**config.mk**
```make
export PLATFORM = sky130hd
export DESIGN_NAME = usb_crc16
export DESIGN_NICKNAME = d
export VERILOG_FILES = /design/src/rtl/usb_crc16.sv
export SDC_FILE = /design/constraint.sdc
export NUM_CORES = 1
export LEC_CHECK = 0
export BUFFER_PORTS_ARGS = -buffer_cell sky130_fd_sc_hd__buf_4
export CAP_MARGIN = 20
export CORE_ASPECT_RATIO = 1.4
export CORE_MARGIN = 2
export CORE_UTILIZATION = 23
export CTS_CLUSTER_DIAMETER = 50
export DETAILED_ROUTE_END_ITERATION = 16
export GPL_TIMING_DRIVEN = 1
export PLACE_DENSITY = 0.47
export SKIP_CTS_REPAIR_TIMING = 1
export SYNTH_ARGS = -nofsm -noshare
export SYNTH_HDL_FRONTEND = slang
export SYNTH_SLANG_ARGS = --single-unit
```
**constraint.sdc**
```tcl
create_clock -name clk -period 4.4 [get_ports clk]
set_clock_uncertainty 0.1 [all_clocks]
set_input_delay 0.44 -clock clk [delete_from_list [all_inputs] [get_ports clk]]
set_output_delay 0.44 -clock clk [all_outputs]
set_load 0.02 [all_outputs]
```
**src/rtl/usb_crc16.sv**
```systemverilog
// rtl/usb_crc16.sv - byte-serial CRC-16/USB generator and checker for DATA payloads
module usb_crc16 (
   input  logic        clk,
   input  logic        n_rst,
   input  logic [7:0]  data_in,
   input  logic        crc_en,
   output logic [15:0] crc_out
);

   // Reflected form of x^16+x^15+x^2+1 (0x8005 bit-reversed).
   localparam logic [15:0] POLY_REFL = 16'hA001;
   localparam logic [15:0] CRC_SEED  = 16'hFFFF;

   logic [15:0] crc_q;
   logic [15:0] crc_d;
   logic [15:0] crc_fold;

   // Eight wire-order bit steps, unrolled into one flat XOR network.
   // Bit 0 of the byte is the first bit on the wire, so it is folded first.
   function automatic logic [15:0] fold_byte(input logic [15:0] crc, input logic [7:0] data);
      logic [15:0] c;
      logic        fb;
      c = crc;
      for (int i = 0; i < 8; i++) begin
         fb = c[0] ^ data[i];
         c  = {1'b0, c[15:1]} ^ (fb ? POLY_REFL : 16'h0000);
      end
      return c;
   endfunction

   // Next-state select: fold the presented byte when enabled, otherwise hold.
   always_comb begin
      crc_fold = fold_byte(crc_q, data_in);
      crc_d    = crc_q;
      if (crc_en) begin
         crc_d = crc_fold;
      end
   end

   // CRC register; reset re-seeds and overrides any byte presented on the same edge.
   always_ff @(posedge clk) begin
      if (!n_rst) begin
         crc_q <= CRC_SEED;
      end else begin
         crc_q <= crc_d;
      end
   end

   // Output is the ones' complement of the register only, never of data_in.
   assign crc_out = ~crc_q;

endmodule

```
==> results.yml, run 1 <==
worst_setup_path:
  worstSetupPathType: "register to register"
  rr_worst_depth: 5
  worst_ep_required_time_ps: 4440
  end_kind: "register"
  rrSetupSlack_ps: 2380
  worstSetupStartpointType: "register"
  critical_path_peak_fanout: 3
  crit_arrival_ps: 2060
floorplanning:
  fp.dieH_microns: 76.4
  rows: 26
  start_util_pct: 23.8
  floorplan.io_pins: 27
  core_area_sq_um: 3610
  die_width_microns: 55.7
  design.die.area_sq_um: 4260
pwr:
  share_comb_of_total_power_pct: 47.0
  design_internal_power_w: 0.000400
  switchingPower_w: 0.000197
  peakVddDrop_mv: 0.272
  p_per_area_nw_per_um2: 521
  clock_share_of_power_pct: 21.5
  p_seq_share_pct: 31.5
  switching_share_pct: 33.0
  static-leakage-power_nw: 0.604
cts:
  cts_root_buf: "clkbuf_8"
  cts.clk_slew.worst_paths_ps: 60
  cts_max_level: 1
  cts_made_buffers: 3
  clock_sinks: 16
  worst_skew_pair.late_latency_ps: 240
  cts_max_path_buffers: 2
  tritoncts: "done"
synth:
  yosysSeqAreaShare_pct: 37.2
  synth_cell_types: 19
  syn-num-nets: 107
  synth_cells: 96
  post_synth.cell_area_avg_sq_um: 8.97
  postSynthRegisterBits: 16
  synth_top_area_cell: "dfxtp_1"
  syn-cell-area_sq_um: 861
  synth_top_cell_area_share_pct: 37.2
  biggest_area_contributors_in_the_synthesized_netlist: "dfxtp_1, xnor2_1, o211ai_1, inv_1, nand2_1"
  count_of_synthesis_stage_warnings_from_yosys: 0
placed_design:
  final_hpwl_dp_mm: 1.30
  post-place-ws_ps: 2210
  port_buf_inserts: 26
  routabilityCongestion: 0.655
detailed_routing:
  wl_per_cell_microns: 10.4
  ant_nets: 0
  totalWireLength_mm: 1.70
  viasPerCell: 4.17
  drc: 0
  detail_route.first_pass.iterations: 4
  drt_first_iter_violations: 14
  via_count: 680
run_status:
  run_status: "completed"
global_routing:
  grt-ovfl-total: 0
  grt_usage_pct: 9.03
  grt_antenna_before_repair: 0
  via_count_of_the_first_global_routing_pass: 719
  grt_max_degree: 32
  grt_pass1_wl_mm: 3.15
job:
  cap_viol_max_count: 0
final_layout:
  reg.largest.list: "crc_q x16"
  flow.area_growth_from_synthesis_pct: 33.0
  final_util_pct: 31.7
  antennaDiodeCount: 0
  final_net_count: 133
  largest-register: "crc_q"
  layout-drive-gt1-share_pct: 28.1
  number_of_flip_flops_under_the_largest_register_name: 16
sta:
  timing_worst_slew_pin_value_ps: 398
  setup_viol: 0
  post-route-worst-setup-slack_ps: 2380
  final_period_minus_worst_setup_slack_ps: 2020
  grt_setup_unrepaired: "no"
  tns_ps: 0
  fmax_ghz: 0.496
  hold_viol: 0
  timing_max_transition_violations_final: 0
  worst_relative_slew_slack_pct: 73.3
  final_min_period_over_clock_period_pct: 45.8
hold_path:
  holdPathStages: 2
  min-delay-path-class: "input pin to register"
## worst max-delay path: stages, from the launching register on
cell,delay (ps)
dfxtp_1,380
xor2_2,230
xnor3_2,490
xor3_2,410
xnor2_1,140
a21o_1,170
## cell usage in the layout, fill, tap and decap left out
master    synthesis  layout
clkbuf_8          0       4
nand2_1          16      16
o211ai_1         11      11
mux2i_1           1       1
xnor2_2           1       1
nor2_1            1       1
a31oi_1           1       1
a21o_1            1       1
dfxtp_1          16      16
xnor3_1           1       1
nand3b_1          1       1
nor3b_1           1       1
xnor2_1          14      14
inv_1            16      16
o21ai_0           3       3
xor3_2            1       1
xor2_2            1       1
xnor3_2           1       1
xor2_1            4       4
buf_4             0      26
## cells in the mapped netlist, drive strengths merged
library cell and n:
o21ai 3, nor2 1, dfxtp 16, xnor3 2, xor3 1, xnor2 15
a31oi 1, nand2 16, inv 16, nor3b 1, nand3b 1, mux2i 1
o211ai 11, xor2 5, a21o 1, clkbuf 5
## per-layer routing
layer	up-vias	global-route usage [%]	routed length (microns)
li1	351	-	-
met3	2	1.53	73
met4	0	4.39	19
met5	-	0	0
met1	314	10.3	720
met2	13	16.0	882
## layout make-up
cell class | count | area (sq um)
tap | 42 | 52.6
fill | 396 | 2470
sequential | 16 | 320
multi-input combinational | 59 | 462
inverter | 16 | 60.1
clock buffer | 4 | 55.1
timing repair buffer | 26 | 195
## through the flow
| stage | cells | cell area (sq um) | hold WS, ps | total power (W) |
|---|---|---|---|---|
| 6_report | 163 | 1140 | 370 | 0.000596 |
| 5_1_grt | 163 | 1140 | 383 | 0.000644 |
| 4_1_cts | 163 | 1140 | 366 | 0.000608 |
| 3_5_place_dp | 159 | 1090 | 365 | 0.000475 |
| 3_3_place_gp | 159 | 1090 | 357 | 0.000475 |
| 2_1_floorplan | 96 | 861 | 344 | 0.000405 |
## power by group through the flow
stage               combinational [W]  clock (W)  sequential [W]
floorplan                    0.000218          0        0.000188
global placement             0.000284          0        0.000190
detailed placement           0.000284          0        0.000191
CTS                          0.000285   0.000134        0.000188
global route                 0.000311   0.000141        0.000192
finish                       0.000280   0.000128        0.000188
## cells by family (layout without fill, tap and decap cells)
| family | Yosys count | after routing | synth area share [%] |
|---|---|---|---|
| xor+xnor | 23 | 23 | 30.4 |
| buf+inv | 21 | 46 | 9.16 |
| simple gates | 19 | 19 | 9.16 |
| compound gates | 16 | 16 | 12.9 |
| flops | 16 | 16 | 37.2 |
| mux | 1 | 1 | 1.16 |
## path summary, 6_finish.rpt
kind / start / endpoint
worst max-delay path: crc_q[0] / crc_q[0]
worst min-delay path: n_rst / crc_q[8]
worst max register to register: crc_q[0] / crc_q[0]
worst min register to register: crc_q[11] / crc_q[3]
(Power assumes the default switching activity.)
==> inputs of run 2 (changes only) <==
Clock period 4.4 ns to 1.9 ns, I/O delays scaled along.
==> run 2 against run 1 <==
Effect of this change:
- sequential cell count did not move
- non-clock buffer count rose by 8
- core utilization grew 2.2 points
- clock power grew 140%
==> results.yml, run 2 (synthesized netlist as in run 1, its figures left out) <==
final_layout:
  largest-register: "crc_q"
  layout-drive-gt1-share_pct: 36.4
  layout.cells.most_common: "buf_4"
  layout.filler_cells: 388
  final-instance-count-excl-fill: 171
  most_frequent_cells_in_the_layout: "buf_4, inv_1, nand2_1, dfxtp_1, xnor2_1"
  number_of_flip_flops_under_the_largest_register_name: 16
  antennaDiodeCount: 0
  flow.area_growth_from_synthesis_pct: 42.2
  final_net_count: 141
  reg.largest.list: "crc_q x16"
worst_setup_path:
  timing.critical_path.from: "crc_q[7]"
  worstSetupStartpointType: "register"
  worstSetupPathType: "register to register"
  rr_startpoint: "crc_q[7]"
  crit_arrival_ps: 1910
  critical_path_peak_fanout: 2
  critical_path.reg2reg.endpoint: "crc_q[0]"
  end_kind: "register"
  rr_worst_depth: 5
  worst_ep_required_time_ps: 1940
  rrSetupSlack_ps: 30
  worst_setup_path_endpoint: "crc_q[0]"
detailed_routing:
  via_count: 724
  wl_per_cell_microns: 10.6
  detail_route.first_pass.iterations: 4
  ant_nets: 0
  viasPerCell: 4.23
  drc: 0
  totalWireLength_mm: 1.81
  drt_first_iter_violations: 12
floorplanning:
  design.die.area_sq_um: 4260
  rows: 26
  die_width_microns: 55.7
  floorplan.io_pins: 27
  start_util_pct: 23.8
  fp.dieH_microns: 76.4
  core_area_sq_um: 3610
global_routing:
  via_count_of_the_first_global_routing_pass: 713
  met3_usage_pct: 2.21
  grt_antenna_before_repair: 0
  grt_usage_pct: 8.58
  groute.layer.met2.usage_pct: 15.1
  gr-max-usage-layer: "met2"
  grtUsageMet1_pct: 9.57
  grt-ovfl-total: 0
  grt_max_degree: 32
  grt_pass1_wl_mm: 2.95
cts:
  clock_sinks: 16
  cts_max_path_buffers: 2
  cts.clk_slew.worst_paths_ps: 60
  cts_max_level: 1
  cts_made_buffers: 3
  worst_skew_pair.late_latency_ps: 250
  tritoncts: "done"
  cts_root_buf: "clkbuf_8"
placed_design:
  final_hpwl_dp_mm: 1.34
  dp_cells: 165
  port_buf_inserts: 26
  routabilityCongestion: 0.714
  post-place-ws_ps: 9.00
sta:
  worst_relative_slew_slack_pct: 78.7
  hold_viol: 0
  grt_setup_unrepaired: "yes"
  final_min_period_over_clock_period_pct: 98.2
  post-route-worst-setup-slack_ps: 34.2
  final_period_minus_worst_setup_slack_ps: 1870
  setup_viol: 0
  tns_ps: 0
  timing_worst_slew_pin_value_ps: 317
  fmax_ghz: 0.536
  timing_max_transition_violations_final: 0
pwr:
  switchingPower_w: 0.000487
  static-leakage-power_nw: 0.653
  design_internal_power_w: 0.00100
  clock_share_of_power_pct: 20.4
  p_seq_share_pct: 29.6
  switching_share_pct: 32.7
  total_power_w: 0.00149
  p_per_area_nw_per_um2: 1220
  share_comb_of_total_power_pct: 50.1
  peakVddDrop_mv: 0.516
hold_path:
  min-delay-path-class: "input pin to register"
run_status:
  run_status: "completed"
job:
  cap_viol_max_count: 0
==> run 2: cell types whose count changed in the layout (fill, tap and decap cells not counted) <==
cell,previous run,this run
dfxtp_1,16,13
xnor2_1,14,12
dfxtp_2,0,3
buf_4,26,34
xnor2_2,1,3
==> run 2: worst max-delay path, stage by stage, from the launching register on <==
cell	delay (ps)
dfxtp_2	330
xnor2_2	180
xnor3_1	450
xor3_2	410
xnor2_1	140
a21o_1	150
==> run 2: layout make-up <==
| class | instances | area, sq um | area share (%) |
|---|---|---|---|
| Tap cell | 42 | 52.6 | 4.29 |
| Multi-Input combinational cell | 59 | 477 | 39.0 |
| Clock buffer | 4 | 55.1 | 4.50 |
| Sequential cell | 16 | 324 | 26.5 |
| Timing Repair Buffer | 34 | 255 | 20.9 |
| Inverter | 16 | 60.1 | 4.91 |
==> run 2: power by group through the flow <==
stage	Sequential (W)	Combinational, W	Clock [W]
6_report	0.000440	0.000746	0.000303
3_3_place_gp	0.000439	0.000687	0
4_1_cts	0.000434	0.000695	0.000317
2_1_floorplan	0.000434	0.000496	0
5_1_grt	0.000449	0.000805	0.000338
3_5_place_dp	0.000441	0.000691	0
==> run 2: how the worst min path moves through the flow <==
stage | start | to | slack [ps] | cells after the start
5_1_grt | n_rst | crc_q[8] | 110 | 2
2_1_floorplan | crc_en | crc_q[0] | 330 | 2
6_report | n_rst | crc_q[8] | 110 | 2
3_5_place_dp | crc_q[13] | crc_q[5] | 360 | 2
4_1_cts | n_rst | crc_q[8] | 110 | 2
3_3_place_gp | crc_q[13] | crc_q[5] | 360 | 2
==> run 2: layer usage <==
layer / part of all wire [%] / wire (microns)
met1: 44 / 803
met2: 51 / 919
met3: 4.5 / 81
met4: 0.50 / 9
met5: 0 / 0
==> run 2: through the flow <==
stage	hold slack [ps]	area (sq um)	util (%)
after CTS	113	1200	33.2
after global routing	111	1220	33.9
final	113	1220	33.9
after global placement	356	1140	31.6
after floorplan	330	868	-
after detailed placement	364	1140	31.6
